===== config.mk =====
export PLATFORM = sky130hd
export DESIGN_NAME = trap_dly_sched_flat
export DESIGN_NICKNAME = d
export VERILOG_FILES = /design/src/rtl/trap_pkg.sv /design/src/rtl/trap_dly_sched_if.sv /design/src/rtl/trap_dly_ptr.sv /design/src/rtl/trap_dly_sched.sv /design/src/flat_wrapper.sv
export SDC_FILE = /design/constraint.sdc
export NUM_CORES = 1
export LEC_CHECK = 0
export BUFFER_PORTS_ARGS = -buffer_cell sky130_fd_sc_hd__buf_2
export CAP_MARGIN = 20
export CORE_AREA = 5 5 111 113
export CTS_BUF_LIST = sky130_fd_sc_hd__clkbuf_8 sky130_fd_sc_hd__clkbuf_16
export DETAILED_ROUTE_END_ITERATION = 16
export DIE_AREA = 0 0 116 118
export PLACE_DENSITY_LB_ADDON = 0.15
export SLEW_MARGIN = 40
export SYNTH_ARGS = -nofsm -noshare
export SYNTH_HDL_FRONTEND = slang
export SYNTH_HIERARCHICAL = 1
export SYNTH_SLANG_ARGS = --single-unit

===== constraint.sdc =====
create_clock -name SYS_CLK -period 4.85 [get_ports SYS_CLK]
set_clock_uncertainty 0.15 [all_clocks]
set_input_delay 1.2125 -clock SYS_CLK [delete_from_list [all_inputs] [get_ports SYS_CLK]]
set_output_delay 1.2125 -clock SYS_CLK [all_outputs]
set_load 0.05 [all_outputs]

===== src/rtl/trap_pkg.sv =====
// Shared definitions for the trapezoidal-filter delay-line scheduler:
// state encoding, default geometry and a wrap-around pointer subtract.
package trap_pkg;

  localparam int TRAP_ADDR_W      = 9;
  localparam int TRAP_DEFAULT_DLY = 372;

  // Widest address the pointer helper supports.
  localparam int PTR_MAX_W = 16;

  typedef enum logic [1:0] {
    ST_IDLE  = 2'd0,
    ST_CLEAR = 2'd1,
    ST_PRIME = 2'd2,
    ST_RUN   = 2'd3
  } state_t;

  // Modular subtract; callers keep only their low ADDR_W bits, which
  // gives the natural mod-2^ADDR_W wrap.
  function automatic logic [PTR_MAX_W-1:0] ptr_sub(
    input logic [PTR_MAX_W-1:0] a,
    input logic [PTR_MAX_W-1:0] b
  );
    return a - b;
  endfunction

endpackage


===== src/rtl/trap_dly_sched_if.sv =====
// RAM-side bus of the delay scheduler: write/read addressing plus the
// delayed-sample qualifier that travels with the RAM read data.
interface trap_dly_sched_if #(
  parameter int ADDR_W = 9
) ();
  logic              ram_we;
  logic              ram_wzero;
  logic [ADDR_W-1:0] ram_waddr;
  logic [ADDR_W-1:0] ram_raddr;
  logic              dly_valid;

  modport master (
    output ram_we, ram_wzero, ram_waddr, ram_raddr, dly_valid
  );

  modport slave (
    input ram_we, ram_wzero, ram_waddr, ram_raddr, dly_valid
  );
endinterface


===== src/rtl/trap_dly_ptr.sv =====
// Pointer block: circular write pointer, history fill counter, clear-sweep
// counter and read-address generation for the delay RAM.
module trap_dly_ptr
  import trap_pkg::*;
#(
  parameter int ADDR_W = TRAP_ADDR_W
) (
  input  logic              clk,
  input  logic              srst,
  input  logic              sweep_start,
  input  logic              sweep_step,
  input  logic              hist_clear,
  input  logic              strobe_adv,
  input  logic              fill_inc,
  input  logic [ADDR_W-1:0] active_dly,
  output logic [ADDR_W-1:0] wp,
  output logic [ADDR_W-1:0] rd_addr,
  output logic [ADDR_W-1:0] sweep_addr,
  output logic              sweep_done,
  output logic              fill_hit
);

  logic [ADDR_W-1:0] wp_reg;
  logic [ADDR_W-1:0] fill_reg;
  // One extra bit so the sweep can tell "all 2^ADDR_W addresses issued".
  logic [ADDR_W:0]   sweep_reg;

  // Sweep counter holds the next clear address; write pointer and fill
  // restart together when a sweep completes.
  always_ff @(posedge clk) begin
    if (srst) begin
      wp_reg    <= '0;
      fill_reg  <= '0;
      sweep_reg <= '0;
    end else begin
      // Address 0 is issued by the top on the start edge itself.
      if (sweep_start) begin
        sweep_reg <= (ADDR_W+1)'(1);
      end else if (sweep_step) begin
        sweep_reg <= sweep_reg + 1'b1;
      end

      if (hist_clear) begin
        wp_reg   <= '0;
        fill_reg <= '0;
      end else if (strobe_adv) begin
        wp_reg <= wp_reg + 1'b1;
        if (fill_inc) begin
          fill_reg <= fill_reg + 1'b1;
        end
      end
    end
  end

  assign wp         = wp_reg;
  assign rd_addr    = ADDR_W'(ptr_sub(PTR_MAX_W'(wp_reg), PTR_MAX_W'(active_dly)));
  assign sweep_addr = sweep_reg[ADDR_W-1:0];
  assign sweep_done = sweep_reg[ADDR_W];
  assign fill_hit   = (fill_reg == active_dly);

endmodule


===== src/rtl/trap_dly_sched.sv =====
// Delay-RAM scheduler for the trapezoidal comb stage x[n] - x[n-k]:
// clears the RAM, primes k samples of history, then flags every delayed
// read as genuine. All outputs are registered.
module trap_dly_sched
  import trap_pkg::*;
#(
  parameter int ADDR_W      = TRAP_ADDR_W,
  parameter int DEFAULT_DLY = TRAP_DEFAULT_DLY
) (
  input  logic              SYS_CLK,
  input  logic              RESET,
  input  logic              ENABLE,
  input  logic              CFG_WE,
  input  logic [ADDR_W-1:0] CFG_DLY,
  input  logic              SAMPLE_STB,
  trap_dly_sched_if.master  ram,
  output logic              BUSY,
  output logic              DROP,
  output logic              CFG_ERR,
  output logic [1:0]        STATE,
  output logic [ADDR_W-1:0] ACTIVE_DLY
);

  state_t            state_reg;
  logic [ADDR_W-1:0] active_dly_reg;
  logic [ADDR_W-1:0] pending_dly_reg;
  logic              ram_we_reg;
  logic              ram_wzero_reg;
  logic [ADDR_W-1:0] ram_waddr_reg;
  logic [ADDR_W-1:0] ram_raddr_reg;
  logic              valid_pend_reg;
  logic              dly_valid_reg;
  logic              busy_reg;
  logic              drop_reg;
  logic              cfg_err_reg;

  logic              cfg_ok;
  logic              run_ok;
  logic              sweep_start;
  logic              sweep_step;
  logic              hist_clear;
  logic              strobe_adv;
  logic              fill_inc;
  logic [ADDR_W-1:0] wp;
  logic [ADDR_W-1:0] rd_addr;
  logic [ADDR_W-1:0] sweep_addr;
  logic              sweep_done;
  logic              fill_hit;

  // Pointer-block controls, mirroring the FSM branch priority below:
  // ENABLE low, then a valid config, then per-state behaviour.
  always_comb begin
    cfg_ok      = CFG_WE && (CFG_DLY != '0);
    run_ok      = ENABLE && !cfg_ok;
    sweep_start = ENABLE && (cfg_ok || (state_reg == ST_IDLE));
    sweep_step  = run_ok && (state_reg == ST_CLEAR) && !sweep_done;
    hist_clear  = run_ok && (state_reg == ST_CLEAR) && sweep_done;
    strobe_adv  = run_ok && SAMPLE_STB &&
                  ((state_reg == ST_PRIME) || (state_reg == ST_RUN));
    fill_inc    = (state_reg == ST_PRIME) && !fill_hit;
  end

  trap_dly_ptr #(
    .ADDR_W (ADDR_W)
  ) u_ptr (
    .clk         (SYS_CLK),
    .srst        (RESET),
    .sweep_start (sweep_start),
    .sweep_step  (sweep_step),
    .hist_clear  (hist_clear),
    .strobe_adv  (strobe_adv),
    .fill_inc    (fill_inc),
    .active_dly  (active_dly_reg),
    .wp          (wp),
    .rd_addr     (rd_addr),
    .sweep_addr  (sweep_addr),
    .sweep_done  (sweep_done),
    .fill_hit    (fill_hit)
  );

  // Main FSM with registered outputs; DLY_VALID lags the RAM strobe by
  // one cycle so it lines up with the RAM's synchronous read data.
  always_ff @(posedge SYS_CLK) begin
    if (RESET) begin
      state_reg       <= ST_IDLE;
      active_dly_reg  <= ADDR_W'(DEFAULT_DLY);
      pending_dly_reg <= ADDR_W'(DEFAULT_DLY);
      ram_we_reg      <= 1'b0;
      ram_wzero_reg   <= 1'b0;
      ram_waddr_reg   <= '0;
      ram_raddr_reg   <= '0;
      valid_pend_reg  <= 1'b0;
      dly_valid_reg   <= 1'b0;
      busy_reg        <= 1'b0;
      drop_reg        <= 1'b0;
      cfg_err_reg     <= 1'b0;
    end else begin
      ram_we_reg     <= 1'b0;
      ram_wzero_reg  <= 1'b0;
      busy_reg       <= 1'b0;
      drop_reg       <= 1'b0;
      // An accepted strobe always completes its DLY_VALID, even if the
      // block is disabled in between.
      dly_valid_reg  <= valid_pend_reg;
      valid_pend_reg <= 1'b0;
      cfg_err_reg    <= CFG_WE && (CFG_DLY == '0);

      if (cfg_ok) begin
        pending_dly_reg <= CFG_DLY;
      end

      if (!ENABLE) begin
        state_reg <= ST_IDLE;
        drop_reg  <= SAMPLE_STB;
      end else if (cfg_ok || (state_reg == ST_IDLE)) begin
        // (Re)start the clear sweep at address 0.
        state_reg     <= ST_CLEAR;
        busy_reg      <= 1'b1;
        ram_we_reg    <= 1'b1;
        ram_wzero_reg <= 1'b1;
        ram_waddr_reg <= '0;
        drop_reg      <= SAMPLE_STB;
      end else begin
        case (state_reg)
          ST_CLEAR: begin
            drop_reg <= SAMPLE_STB;
            if (sweep_done) begin
              state_reg      <= ST_PRIME;
              active_dly_reg <= pending_dly_reg;
            end else begin
              busy_reg      <= 1'b1;
              ram_we_reg    <= 1'b1;
              ram_wzero_reg <= 1'b1;
              ram_waddr_reg <= sweep_addr;
            end
          end
          ST_PRIME, ST_RUN: begin
            if (SAMPLE_STB) begin
              ram_we_reg    <= 1'b1;
              ram_waddr_reg <= wp;
              ram_raddr_reg <= rd_addr;
              if ((state_reg == ST_RUN) || fill_hit) begin
                valid_pend_reg <= 1'b1;
                state_reg      <= ST_RUN;
              end
            end
          end
          default: state_reg <= ST_IDLE;
        endcase
      end
    end
  end

  assign ram.ram_we    = ram_we_reg;
  assign ram.ram_wzero = ram_wzero_reg;
  assign ram.ram_waddr = ram_waddr_reg;
  assign ram.ram_raddr = ram_raddr_reg;
  assign ram.dly_valid = dly_valid_reg;
  assign BUSY          = busy_reg;
  assign DROP          = drop_reg;
  assign CFG_ERR       = cfg_err_reg;
  assign STATE         = state_reg;
  assign ACTIVE_DLY    = active_dly_reg;

endmodule


===== src/flat_wrapper.sv =====
// flat-port wrapper written by rule: the top's interface ports become plain ports
module trap_dly_sched_flat import trap_pkg::*;
#(
  parameter int ADDR_W      = TRAP_ADDR_W,
  parameter int DEFAULT_DLY = TRAP_DEFAULT_DLY
)
  (SYS_CLK, RESET, ENABLE, CFG_WE, CFG_DLY, SAMPLE_STB, BUSY, DROP, CFG_ERR, STATE, ACTIVE_DLY, ram_ram_we, ram_ram_wzero, ram_ram_waddr, ram_ram_raddr, ram_dly_valid);
  trap_dly_sched_if #(.ADDR_W(ADDR_W)) ram_i ();
  input  logic SYS_CLK;
  input  logic RESET;
  input  logic ENABLE;
  input  logic CFG_WE;
  input  logic [ADDR_W-1:0] CFG_DLY;
  input  logic SAMPLE_STB;
  output logic BUSY;
  output logic DROP;
  output logic CFG_ERR;
  output logic [1:0] STATE;
  output logic [ADDR_W-1:0] ACTIVE_DLY;
  output wire logic [$bits(ram_i.ram_we)-1:0] ram_ram_we;
  output wire logic [$bits(ram_i.ram_wzero)-1:0] ram_ram_wzero;
  output wire logic [$bits(ram_i.ram_waddr)-1:0] ram_ram_waddr;
  output wire logic [$bits(ram_i.ram_raddr)-1:0] ram_ram_raddr;
  output wire logic [$bits(ram_i.dly_valid)-1:0] ram_dly_valid;
  assign ram_ram_we = ram_i.ram_we;
  assign ram_ram_wzero = ram_i.ram_wzero;
  assign ram_ram_waddr = ram_i.ram_waddr;
  assign ram_ram_raddr = ram_i.ram_raddr;
  assign ram_dly_valid = ram_i.dly_valid;
  trap_dly_sched #(.ADDR_W(ADDR_W), .DEFAULT_DLY(DEFAULT_DLY)) u_core (.SYS_CLK(SYS_CLK), .RESET(RESET), .ENABLE(ENABLE), .CFG_WE(CFG_WE), .CFG_DLY(CFG_DLY), .SAMPLE_STB(SAMPLE_STB), .ram(ram_i), .BUSY(BUSY), .DROP(DROP), .CFG_ERR(CFG_ERR), .STATE(STATE), .ACTIVE_DLY(ACTIVE_DLY));
endmodule

## Word level (Yosys, flattened, before mapping)

Index checks and enable logic that the tools add are counted.
W data, S select, Z words.

| word-level totals | value |
|---|---|
| bits in registers | 72 |
| input bits | 14 |
| output and inout port bits | 35 |
| logic and storage cells | 89 |

| operators by class | value |
|---|---|
| add/subtract/negate cells | 4 |
| equality and inequality tests | 11 |
| multiplexer cells | 21 |
| bitwise logic cells | 4 |
| reduce and logical (&&, ||, !) cells | 33 |

Operator list:

| operator | count |
|---|---|
| $mux W9 | 3 |
| $add A9 B1 Y9 const B | 2 |
| $pmux W9 S2 | 1 |
| $mux W1 | 12 |
| $reduce_and A4 Y1 | 3 |
| $add A10 B1 Y10 const B | 1 |
| $logic_and A1 B1 Y1 | 10 |
| $eq A9 B9 Y1 | 1 |
| $logic_not A9 Y1 | 1 |
| $reduce_bool A9 Y1 | 1 |
| $sub A9 B9 Y9 | 1 |
| $reduce_or A2 Y1 | 4 |
| $mux W2 | 3 |
| $ne A3 B3 Y1 const B | 2 |
| $reduce_and A3 Y1 | 2 |
| $reduce_or A5 Y1 | 1 |
| $eq A2 B2 Y1 const B | 2 |
| $ne A2 B2 Y1 const B | 2 |
| $not A1 Y1 | 4 |
| $pmux W2 S2 | 1 |
| $logic_not A1 Y1 | 3 |
| $logic_or A1 B1 Y1 | 3 |
| $ne A3 B1 Y1 const B | 1 |
| $ne A3 B2 Y1 const B | 1 |
| other kinds (8) | 8 |

## Depth between registers and ports, before layout

| logic depth | value |
|---|---|
| word-level depth | 8 |
| gate-level depth with buffers | 10 |
| gate-level depth less buffers | 9 |

## By module

The synthesis kept the hierarchy.

By module, submodules not included:

| module | times used | cells each | area each (µm²) | sequential area each (µm²) |
|---|---|---|---|---|
| trap_dly_sched | 1 | 195 | 1,883.1 | 880.8 |
| trap_dly_ptr | 1 | 204 | 1,702.9 | 560.5 |

## Least setup slack after synthesis

Ideal clock, no wire load.

| path | value |
|---|---|
| path type | input-to-reg |
| start point | input port CFG_DLY[4] |
| end point | register u_core.u_ptr.sweep_reg[5] |
| setup time | 0.070 ns |
| arrival | 3.613 ns |
| data required time | 4.630 ns |
| path slack | 1.017 ns |
| stages on the path | 6 |
| path buffers | 0 |
| path through | or4_4 o41a_1 nor4_1 nand3_1 or3_1 a21oi_1 |

| between the ends | value |
|---|---|
| word-level cells in the longest chain between the ends | 6 |
| elaborated cells between the ends (all ways) | 9 |

RTL lines:

| what | RTL line | RTL |
|---|---|---|
| start: declaration | flat_wrapper.sv:13 | `input logic [ADDR_W-1:0] CFG_DLY;` |
| $reduce_bool A9 Y1 | trap_dly_sched.sv:53 | `cfg_ok = CFG_WE && (CFG_DLY != '0);` |
| $logic_and A1 B1 Y1 | trap_dly_sched.sv:53 |  |
| $logic_not A1 Y1 | trap_dly_sched.sv:54 | `run_ok = ENABLE && !cfg_ok;` |
| $logic_and A1 B1 Y1 | trap_dly_sched.sv:54 |  |
| $logic_and A1 B1 Y1 (2 in a row) | trap_dly_sched.sv:56 | `sweep_step = run_ok && (state_reg == ST_CLEAR) && !sweep_done;` |
| named net u_core.sweep_step | trap_dly_sched.sv:40 | `logic sweep_step;` |
| end signal: assignment | trap_dly_ptr.sv:38 | `sweep_reg <= (ADDR_W+1)'(1);` |
| end signal: assignment | trap_dly_ptr.sv:40 | `sweep_reg <= sweep_reg + 1'b1;` |
| end: declaration | trap_dly_ptr.sv:26 | `logic [ADDR_W:0] sweep_reg;` |

The timed path passes the listed nets, and every way through them passes these cells.
A chain may end at the register's enable or synchronous reset.

## Worst setup path in the final report

| path | value |
|---|---|
| start point | input port CFG_DLY[4] |
| end point | register u_core.u_ptr.fill_reg[7] |

| between the ends | value |
|---|---|
| word-level cells in the longest chain between the ends | 7 |
| elaborated cells between the ends (all ways) | 10 |

RTL lines:

| what | RTL line | RTL |
|---|---|---|
| $reduce_bool A9 Y1 * | trap_dly_sched.sv:53 |  |
| $logic_and A1 B1 Y1 * | trap_dly_sched.sv:53 |  |
| $logic_not A1 Y1 * | trap_dly_sched.sv:54 |  |
| $logic_and A1 B1 Y1 * | trap_dly_sched.sv:54 |  |
| $logic_and A1 B1 Y1 (on tied branches) (2 in a row) | trap_dly_sched.sv:58, trap_dly_sched.sv:57 |  |
| $reduce_and A2 Y1 (no source line) / $reduce_or A2 Y1 (equally long branches) | n/a |  |
| end signal: assignment | trap_dly_ptr.sv:49 | `fill_reg <= fill_reg + 1'b1;` |
| end: declaration | trap_dly_ptr.sv:24 | `logic [ADDR_W-1:0] fill_reg;` |

Every way passes the cells marked *; elsewhere a longest branch is shown, timed or not.

==> metrics.txt <==
number of core rows 39; Total Neg Setup Slack 0 ps; reg2reg setup slack 2150 ps; area grow syn2layout 18.3%; total clock sinks about 70; Avg WL per Cell ~14 um; remaining routing DRC violations 0; commonest cells in the synthesized netlist dfxtp_1 (72), nor2_1 (43), nand2b_1 (30); Resized cells post-CTS 0; ANT cells 0; Sw Share approximately 22%; CP Max Fanout 19; placed inst area 3950 um2; count of cell types in the netlist 49; NumNets Final ~470; Core ar. 11200 um2; total global routing track utilization about an eighth; setup violators final 0; Mapped Avg Cell Area roughly 9 um2; Max clock buf depth 2; leading area contributor after synthesis dfxtp_1; RSZ-0062 raised after global routing false; max cap viols 0; #FFs+latches synth a little over 70; Clock power frac about half; synth top area cells dfxtp_1 (40%), mux2i_1 (8.1%), nand2b_1 (5.2%), xnor2_1 (4.6%), nor2_1 (4.5%); vias about 2.9k; Clock Tree Root clkbuf_16; register area share after synthesis approximately 40%; status finished, final reports clean; vias in the first global route approximately 2.8k; Tot Pwr 1.30 mW; largest net degree at the start of global routing 63; critical path capture point type flip-flop; Max transition margin a little under half; I/O Pins about 50; final WL around 8500 um; syn nets ~430; I/O Buffers 48; Tcrit/Tclk final about three quarters; HP Class flip-flop to flip-flop; clock slew at reported path FFs 60 ps; Ys Warns 6; Max Clk Rate about 280 MHz; worst reg-to-reg path cell count 7; Leak Pwr 1.64 nW; WP data required about 4900 ps; Post-synth EDFFs 0; Hold Buf Count CTS 0; Post-DRT Antenna Nets 0; Pre-antenna DRT Iters 4; synthesized instance count ~400; dpl hpwl ~6300 um; Pint about 1.0 mW; top-area cell type share of the netlist area between 40% and 50%; Critical Path AT between 3000 and 4000 ps; total grt overflow 0; Initial Util 32.0%; Die Height about 120 um; crit path kind primary input to flip-flop; Hold Path Depth 1; max reg flops 10; sequential power share 46.3%; clk_lat worst skew 330 ps; DIE AREA between 10000 and 15000 um2; Worst setup SP type primary input; fillers 1192; Place WS ~910 ps; First DRT Iteration DRCs 134; Final Slew Violations 0; Design Area, Final around 4200 um2; fin crit period approximately 3600 ps; Net Switching just under 300 uW; Routability Congestion between 0.7 and 0.8; first-pass GRT wire length approximately 14000 um; final hold vios 0; Power Dens Cells 308 nW/um2; Netlist Area Pre-Place ~3600 um2; Synth Flop Type dfxtp_1; setup ws final between 1000 and 1500 ps; Post-synth ARST share 0%; Peak VDD IR approximately 0.25 mV; share of cells above drive strength 1 approximately 17%; cts bufs inserted 9; initial antenna violation count 0; combinational share of power between 4 and 5%; CTS H-tree lvls 3; Slew @ Worst Pin 822 ps; setup bufs post-CTS 0; CTS tree yes; vias per inst 4.84; cell with the most instances after synthesis dfxtp_1; width of the chip around 120 um
-- layer usage --
metal / global-route usage [%] / up-vias / wire length [um]
li1: - / 1462 / -
met1: 17.8 / 1360 / 4260
met2: 19.6 / 46 / 3860
met3: 3.86 / 5 / 335
met4: 3.92 / 0 / 80
met5: 0 / - / 0
-- worst paths after layout --
kind | end | from
hold / removal | u_core/ram.dly_valid | u_core/valid_pend_reg
hold reg to reg | u_core/ram.dly_valid | u_core/valid_pend_reg
setup reg to reg | u_core/u_ptr/fill_reg[7] | u_core/STATE[1]
setup / recovery | u_core/u_ptr/fill_reg[7] | CFG_DLY[4]
-- power by group through the flow --
stage | Sequential (mW) | Clock (mW) | Combinational [mW]
3_3_place_gp | 0.617 | 0 | 0.0588
4_1_cts | 0.604 | 0.664 | 0.0594
2_1_floorplan | 0.622 | 0 | 0.0338
6_report | 0.604 | 0.642 | 0.0591
5_1_grt | 0.605 | 0.694 | 0.0639
3_5_place_dp | 0.617 | 0 | 0.0593
-- final cells by class --
class,instances,area [um2],share of cell area [%]
Sequential cell,72,1440,34.0
Multi-Input combinational cell,282,1950,46.0
Clock buffer,9,225,5.31
Inverter,27,101,2.39
Tap cell,143,179,4.22
Timing Repair Buffer,53,280,6.61
Clock inverter,7,65.1,1.53
-- placed cells by master, fill, tap and decap left out, drive strengths merged, types with 3 or more instances in the layout --
master	count
a21oi	17
a221o	4
buf	53
clkbuf	9
clkinvlp	3
dfxtp	72
ha	11
inv	29
mux2i	29
nand2	27
nand2b	30
nand3	13
nand4	8
nor2	43
nor3	11
nor4	4
o21ai	8
o32ai	9
or3	5
or4	3
xnor2	20
xor2	16
-- worst max-delay path: stages --
cell and delay, ps:
buf_2 110, or4_4 560, o41a_1 490, nor3_2 130, buf_4 320, nand2_4 90, or4_4 560, xnor2_2 130
nor2_1 50
-- per-stage QoR --
step | util [%] | instances | hold slack (ps)
after floorplan | - | 399 | 264
after global placement | 35.2 | 577 | 293
after detailed placement | 35.2 | 577 | 303
after CTS | 37.8 | 593 | 312
after global routing | 37.8 | 593 | 325
final | 37.8 | 593 | 308
-- cell families (layout without fill, tap and decap cells) --
family                     count (synthesis)  in the layout  share of synthesized area [%]
muxes                                     29             29                           8.09
AOI/OAI and AO/OA                         50             50                           10.2
xor gates and xnor gates                  36             36                           9.00
buffers and inverters                     45             96                           5.44
DFF                                       72             72                           40.2
adders and majority gates                 12             12                           4.40
and+or+nand+nor                          155            155                           22.7
(Power assumes the default switching activity.)
